==> config.mk <==
export PLATFORM = sky130hd
export DESIGN_NAME = fabric_config_loader
export DESIGN_NICKNAME = d
export VERILOG_FILES = /design/src/rtl/fabric_config_loader.sv
export SDC_FILE = /design/constraint.sdc
export NUM_CORES = 1
export LEC_CHECK = 0
export ABC_CLOCK_PERIOD_IN_PS = 2700
export CORE_MARGIN = 4
export CORE_UTILIZATION = 48
export DETAILED_ROUTE_END_ITERATION = 8
export GPL_ROUTABILITY_DRIVEN = 0
export GPL_TIMING_DRIVEN = 0
export PLACE_DENSITY = 0.77
export SLEW_MARGIN = 30
export SYNTH_ARGS = -nofsm -noshare
export SYNTH_HDL_FRONTEND = slang
export SYNTH_SLANG_ARGS = --single-unit
==> constraint.sdc <==
create_clock -name clk_i -period 2.7 [get_ports clk_i]
set_input_delay 0.405 -clock clk_i [delete_from_list [all_inputs] [get_ports clk_i]]
set_output_delay 0.405 -clock clk_i [all_outputs]
set_load 0.03 [all_outputs]
==> src/rtl/fabric_config_loader.sv <==
// Bitstream loader for the eFPGA fabric: syncs on a marker word, decodes frame headers,
// assembles one word per row into FrameData and pulses the matching FrameStrobe line.
module fabric_config_loader #(
  parameter int unsigned FrameBitsPerRow = 32,
  parameter int unsigned NumRows         = 6,
  parameter int unsigned MaxFramesPerCol = 20,
  parameter int unsigned NumColumns      = 5,
  parameter logic [31:0] SyncWord        = 32'hFAB0_FAB1
) (
  input  logic                                      clk_i,
  input  logic                                      rst_ni,
  input  logic [FrameBitsPerRow-1:0]                cfg_data_i,
  input  logic                                      cfg_valid_i,
  output logic                                      cfg_ready_o,
  output logic [FrameBitsPerRow*NumRows-1:0]        frame_data_o,
  output logic [MaxFramesPerCol*NumColumns-1:0]     frame_strobe_o,
  output logic                                      configured_o,
  output logic                                      busy_o,
  output logic                                      error_o
);

  localparam int unsigned NumStrobes = MaxFramesPerCol * NumColumns;
  localparam int unsigned IdxW       = $clog2(NumStrobes);
  localparam int unsigned RowW       = $clog2(NumRows);

  typedef enum logic [2:0] {
    IDLE   = 3'd0,
    HDR    = 3'd1,
    DATA   = 3'd2,
    STROBE = 3'd3,
    HOLD   = 3'd4
  } state_e;

  state_e          state_q, state_d;
  logic [IdxW-1:0] idx_q;
  logic [RowW-1:0] row_q;

  logic            accept;
  logic [1:0]      hdr_op;
  logic [7:0]      hdr_col;
  logic [7:0]      hdr_frame;
  logic            hdr_ok;
  logic [IdxW-1:0] idx_c;
  logic            sync_hit;
  logic            load_hdr;
  logic            wr_row;
  logic            set_cfg;
  logic            set_err;

  assign accept    = cfg_valid_i & cfg_ready_o;
  assign hdr_op    = cfg_data_i[31:30];
  assign hdr_col   = cfg_data_i[15:8];
  assign hdr_frame = cfg_data_i[7:0];
  assign hdr_ok    = (32'(hdr_col) < NumColumns) && (32'(hdr_frame) < MaxFramesPerCol);
  // Only consumed when hdr_ok holds, so the truncated product cannot wrap.
  assign idx_c     = IdxW'(hdr_col) * IdxW'(MaxFramesPerCol) + IdxW'(hdr_frame);

  // Next-state and control decode
  always_comb begin
    state_d  = state_q;
    sync_hit = 1'b0;
    load_hdr = 1'b0;
    wr_row   = 1'b0;
    set_cfg  = 1'b0;
    set_err  = 1'b0;
    case (state_q)
      IDLE: begin
        if (accept && cfg_data_i == SyncWord) begin
          sync_hit = 1'b1;
          state_d  = HDR;
        end
      end
      HDR: begin
        // SyncWord decodes as op=11, so it must be filtered out as a nop first.
        if (accept && cfg_data_i != SyncWord) begin
          case (hdr_op)
            2'b00: state_d = HDR;
            2'b01: begin
              if (hdr_ok) begin
                load_hdr = 1'b1;
                state_d  = DATA;
              end else begin
                set_err = 1'b1;
                state_d = IDLE;
              end
            end
            2'b10: begin
              set_cfg = 1'b1;
              state_d = IDLE;
            end
            default: begin
              set_err = 1'b1;
              state_d = IDLE;
            end
          endcase
        end
      end
      DATA: begin
        if (accept) begin
          wr_row = 1'b1;
          if (row_q == RowW'(NumRows - 1)) state_d = STROBE;
        end
      end
      STROBE:  state_d = HOLD;
      HOLD:    state_d = HDR;
      default: state_d = IDLE;
    endcase
  end

  // State and output registers
  always_ff @(posedge clk_i or negedge rst_ni) begin
    if (!rst_ni) begin
      state_q        <= IDLE;
      idx_q          <= '0;
      row_q          <= '0;
      cfg_ready_o    <= 1'b0;
      frame_data_o   <= '0;
      frame_strobe_o <= '0;
      configured_o   <= 1'b0;
      busy_o         <= 1'b0;
      error_o        <= 1'b0;
    end else begin
      state_q        <= state_d;
      cfg_ready_o    <= (state_d == IDLE) || (state_d == HDR) || (state_d == DATA);
      busy_o         <= (state_d != IDLE);
      frame_strobe_o <= '0;
      if (state_d == STROBE) frame_strobe_o[idx_q] <= 1'b1;
      if (load_hdr) begin
        idx_q <= idx_c;
        row_q <= '0;
      end
      if (wr_row) begin
        frame_data_o[row_q*FrameBitsPerRow +: FrameBitsPerRow] <= cfg_data_i;
        row_q <= row_q + RowW'(1);
      end
      if (sync_hit) begin
        configured_o <= 1'b0;
        error_o      <= 1'b0;
      end
      if (set_cfg) configured_o <= 1'b1;
      if (set_err) error_o      <= 1'b1;
    end
  end

endmodule
==> results.md <==
- Status: finished, final reports clean
- Asr flop ratio synth: 1.00
- CP dominant cell by count: ha_1
- Placed inst area: around 0.015 mm^2
- Largest delay share family, worst path: buffers and inverters
- TritonCTS clock tree: yes
- H-tree lvl count: 1
- FILL cells: approximately 1800
- Metal2 WL: 17900 um
- Register area: 0.00773 mm^2
- Clock buffer depth: 3
- WHS: between 0.15 and 0.2 ns
- CORE AREA: 0.0235 mm^2
- Post-DP HPWL: between 20000 and 30000 um
- CP Cell Sequence: inv_1 -> ha_1 -> ha_1 -> o31a_1 -> nor4b_4 -> buf_4 -> nand2_2 -> clkbuf_1 -> nand2_1 -> o21ai_0
- Tmin final: around 2.5 ns
- Chip Width: about 160 um
- I/O Buffers: around 330
- Maximum Capacitance Violations: 0
- PwrDens: 945 mW/mm^2
- Critical Path RT: around 3.1 ns
- DRC violation total after the first TritonRoute iteration: about 650
- Num CTS Buffers: 31
- Slowest CP cell: dfrtp_2
- Clk pin slew, worst setup/hold paths: approximately 0.06 ns
- Vias in the first global route: 9360
- Reg-to-Reg Start: row_q[0]
- Register area share after synthesis: 0.670
- Reg2reg end: frame_data_o[90]
- Global-route wire length before repair: 56500 um
- Max-slew headroom: 0.540
- Number of enable flip-flop cells after synthesis: 0
- Mapped Cells: 1058
- CP max FO: 10
- Clk_lat worst skew: around 0.56 ns
- Worst Setup Start Kind: register
- Die Span Y: around 160 um
- Syn nets: about 1100
- Mapped cell area: around 0.012 mm^2
- Yosys warns: 0
- CTS Sinks: 309
- Die area: 0.0266 mm^2
- Largest net degree at the start of global routing: 80
- Syn_area_per_cell: between 10 and 15 um^2
- M1 WL: approximately 15000 um
- DR vias: around 9400
- Post-layout utilization of the core: 0.697
- Most common cell after layout, fill and taps aside: clkdlybuf4s50_1
- Library cells used by synthesis: 42
- Area Growth Syn to Fin: 42.2%
- R2R Setup Slk: ~0.16 ns
- Nets@finish: about 1500
- Initial Util: 0.490
- Fin. max-slew vios: 0
- Ys flop type: dfrtp_1
- Yosys reg bits: 309
- Finish-stage setup viols: 0
- Remaining DRCs: 0
- Worst Hold Class: input port to register
- Top layer in use: met4
- CP bufs+invs: 3
- Finished layout cell area: between 0.015 and 0.02 mm^2
- Worst Hold Launch: cfg_data_i[6]
- N_diodes: 0
- Row count: between 50 and 60
- Hold endpoint: frame_data_o[70]
- Leakage: 7.21 nW
- Multi-input gate area in the final layout: 0.00355 mm^2
- R2R cell count: 10
- Crit end category: register
- Hold depth: 3
- Routed length on met3: 3020 um
- Root buffer cell: clkbuf_16
- CP max stage delay: roughly 0.44 ns
- Period utilization: 0.942
- Fraction of layout cells with a size suffix above 1: 0.0940
- Final WL: between 30000 and 40000 um
- Clk_skew: 0.0190 ns
- WL/cell: roughly 21 um
- GRT Residual Overflow: 0
- Global Route Usage Sum: 0.276
- Tightest Pin Transition: roughly 0.69 ns
- Crit Path Category: register to register
- Antenna violations before repair: 0
- Worst Path Arrival: between 2 and 3 ns
- Top Ports: 331
- Drt first pass iters: 5
- Most frequent cells in the layout: clkdlybuf4s50_1, dfrtp_1, nand2_1, o21ai_0, nor2_1
- FMAX: approximately 0.39 GHz
- Via-per-instance ratio: about 5.3
- Final Hold Fails: 0
- Post-route ant nets: 0
- IR Drop Worst-Case VDD: 0.678 mV
==> metal layers <==
layer,track usage,vias to the layer above
met1,0.367,4694
li1,-,4199
met4,0.0938,0
met5,0,-
met3,0.0643,85
met2,0.452,420
==> through the flow <==
stage / setup TNS [ns] / power [mW] / cells / worst slack (ns)
2_1_floorplan: 0 / 8.78 / 1058 / 0.419
3_3_place_gp: -3613.60 / 11.1 / 1703 / -11.69
3_5_place_dp: -9.13 / 11.3 / 1707 / -0.246
4_1_cts: 0 / 15.6 / 1766 / 0.0220
5_1_grt: -0.00560 / 16.2 / 1766 / -0.00560
6_report: 0 / 15.5 / 1766 / 0.157
==> final cells by class <==
class,instances,share of cell area
buffer,56,0.0148
clock buffer,42,0.0541
clock inverter,16,0.00946
inverter,8,0.00183
multi-input combinational,683,0.216
sequential,309,0.472
tap,319,0.0243
timing repair buffer,333,0.208
==> cell families after synthesis <==
logic type	count (synthesis)	synth area share
flops	309	0.670
buf+inv	66	0.0237
fa+ha+maj	13	0.0147
simple gates	441	0.156
compound gates	165	0.0748
mux	56	0.0544
xor+xnor	8	0.00607
==> timing repair <==
action | 4_1_cts | 5_1_grt
gates resized for setup | 6 | 7
setup buffers | 0 | 2
endpoints found under the setup margin | 56 | 159
pin swaps | 0 | 1
hold buffers | 1 | 0
endpoints found under the hold margin | 41 | 0
==> worst max-delay path by stage <==
| stage | from | endpoint | slack, ns | depth (start not counted) |
|---|---|---|---|---|
| after detailed placement | row_q[0] | frame_data_o[60] | -0.25 | 9 |
| after global routing | row_q[0] | frame_data_o[180] | -0.006 | 8 |
| after floorplan | row_q[0] | frame_data_o[159] | 0.42 | 10 |
| after CTS | row_q[0] | frame_data_o[90] | 0.02 | 9 |
| final | row_q[0] | frame_data_o[90] | 0.16 | 10 |
| after global placement | rst_ni | frame_data_o[71] | -11.69 | 1 |
==> worst reg2reg max path: stages (launching register included) <==
cell and delay (ns):
dfrtp_2 0.44, inv_1 0.13, ha_1 0.23, ha_1 0.32, o31a_1 0.18, nor4b_4 0.27, buf_4 0.17, nand2_2 0.13
clkbuf_1 0.29, nand2_1 0.15, o21ai_0 0.10
==> sequential cells by signal, summed over array words and instances (netlist names) <==
name            flops
busy_o              1
cfg_ready_o         1
configured_o        1
error_o             1
frame_data_o      192
frame_strobe_o    100
idx_q               7
row_q               3
state_q             3
==> where the power goes <==
group | switching (mW) | internal [mW]
clock | 1.83 | 2.51
sequential | 0.479 | 5.39
combinational | 3.36 | 1.93
total | 5.67 | 9.83
==> synth_stat cells (3+ instances only) <==
master / instances / area (um^2)
dfrtp_1: 309 / 7730
clkbuf_1: 51 / 191
mux2_2: 54 / 608
a21oi_1: 5 / 25.0
inv_1: 8 / 30.0
nor2_1: 112 / 420
nor3_1: 5 / 25.0
nor3b_1: 3 / 22.5
o21ai_0: 151 / 756
xnor2_1: 8 / 70.1
nor2b_1: 6 / 37.5
ha_1: 12 / 150
nand3_1: 12 / 60.1
nor4_1: 4 / 25.0
nand2_1: 280 / 1050
buf_2: 3 / 15.0
nand4b_1: 5 / 43.8
Note: power is estimated with default switching activity, not from simulation.
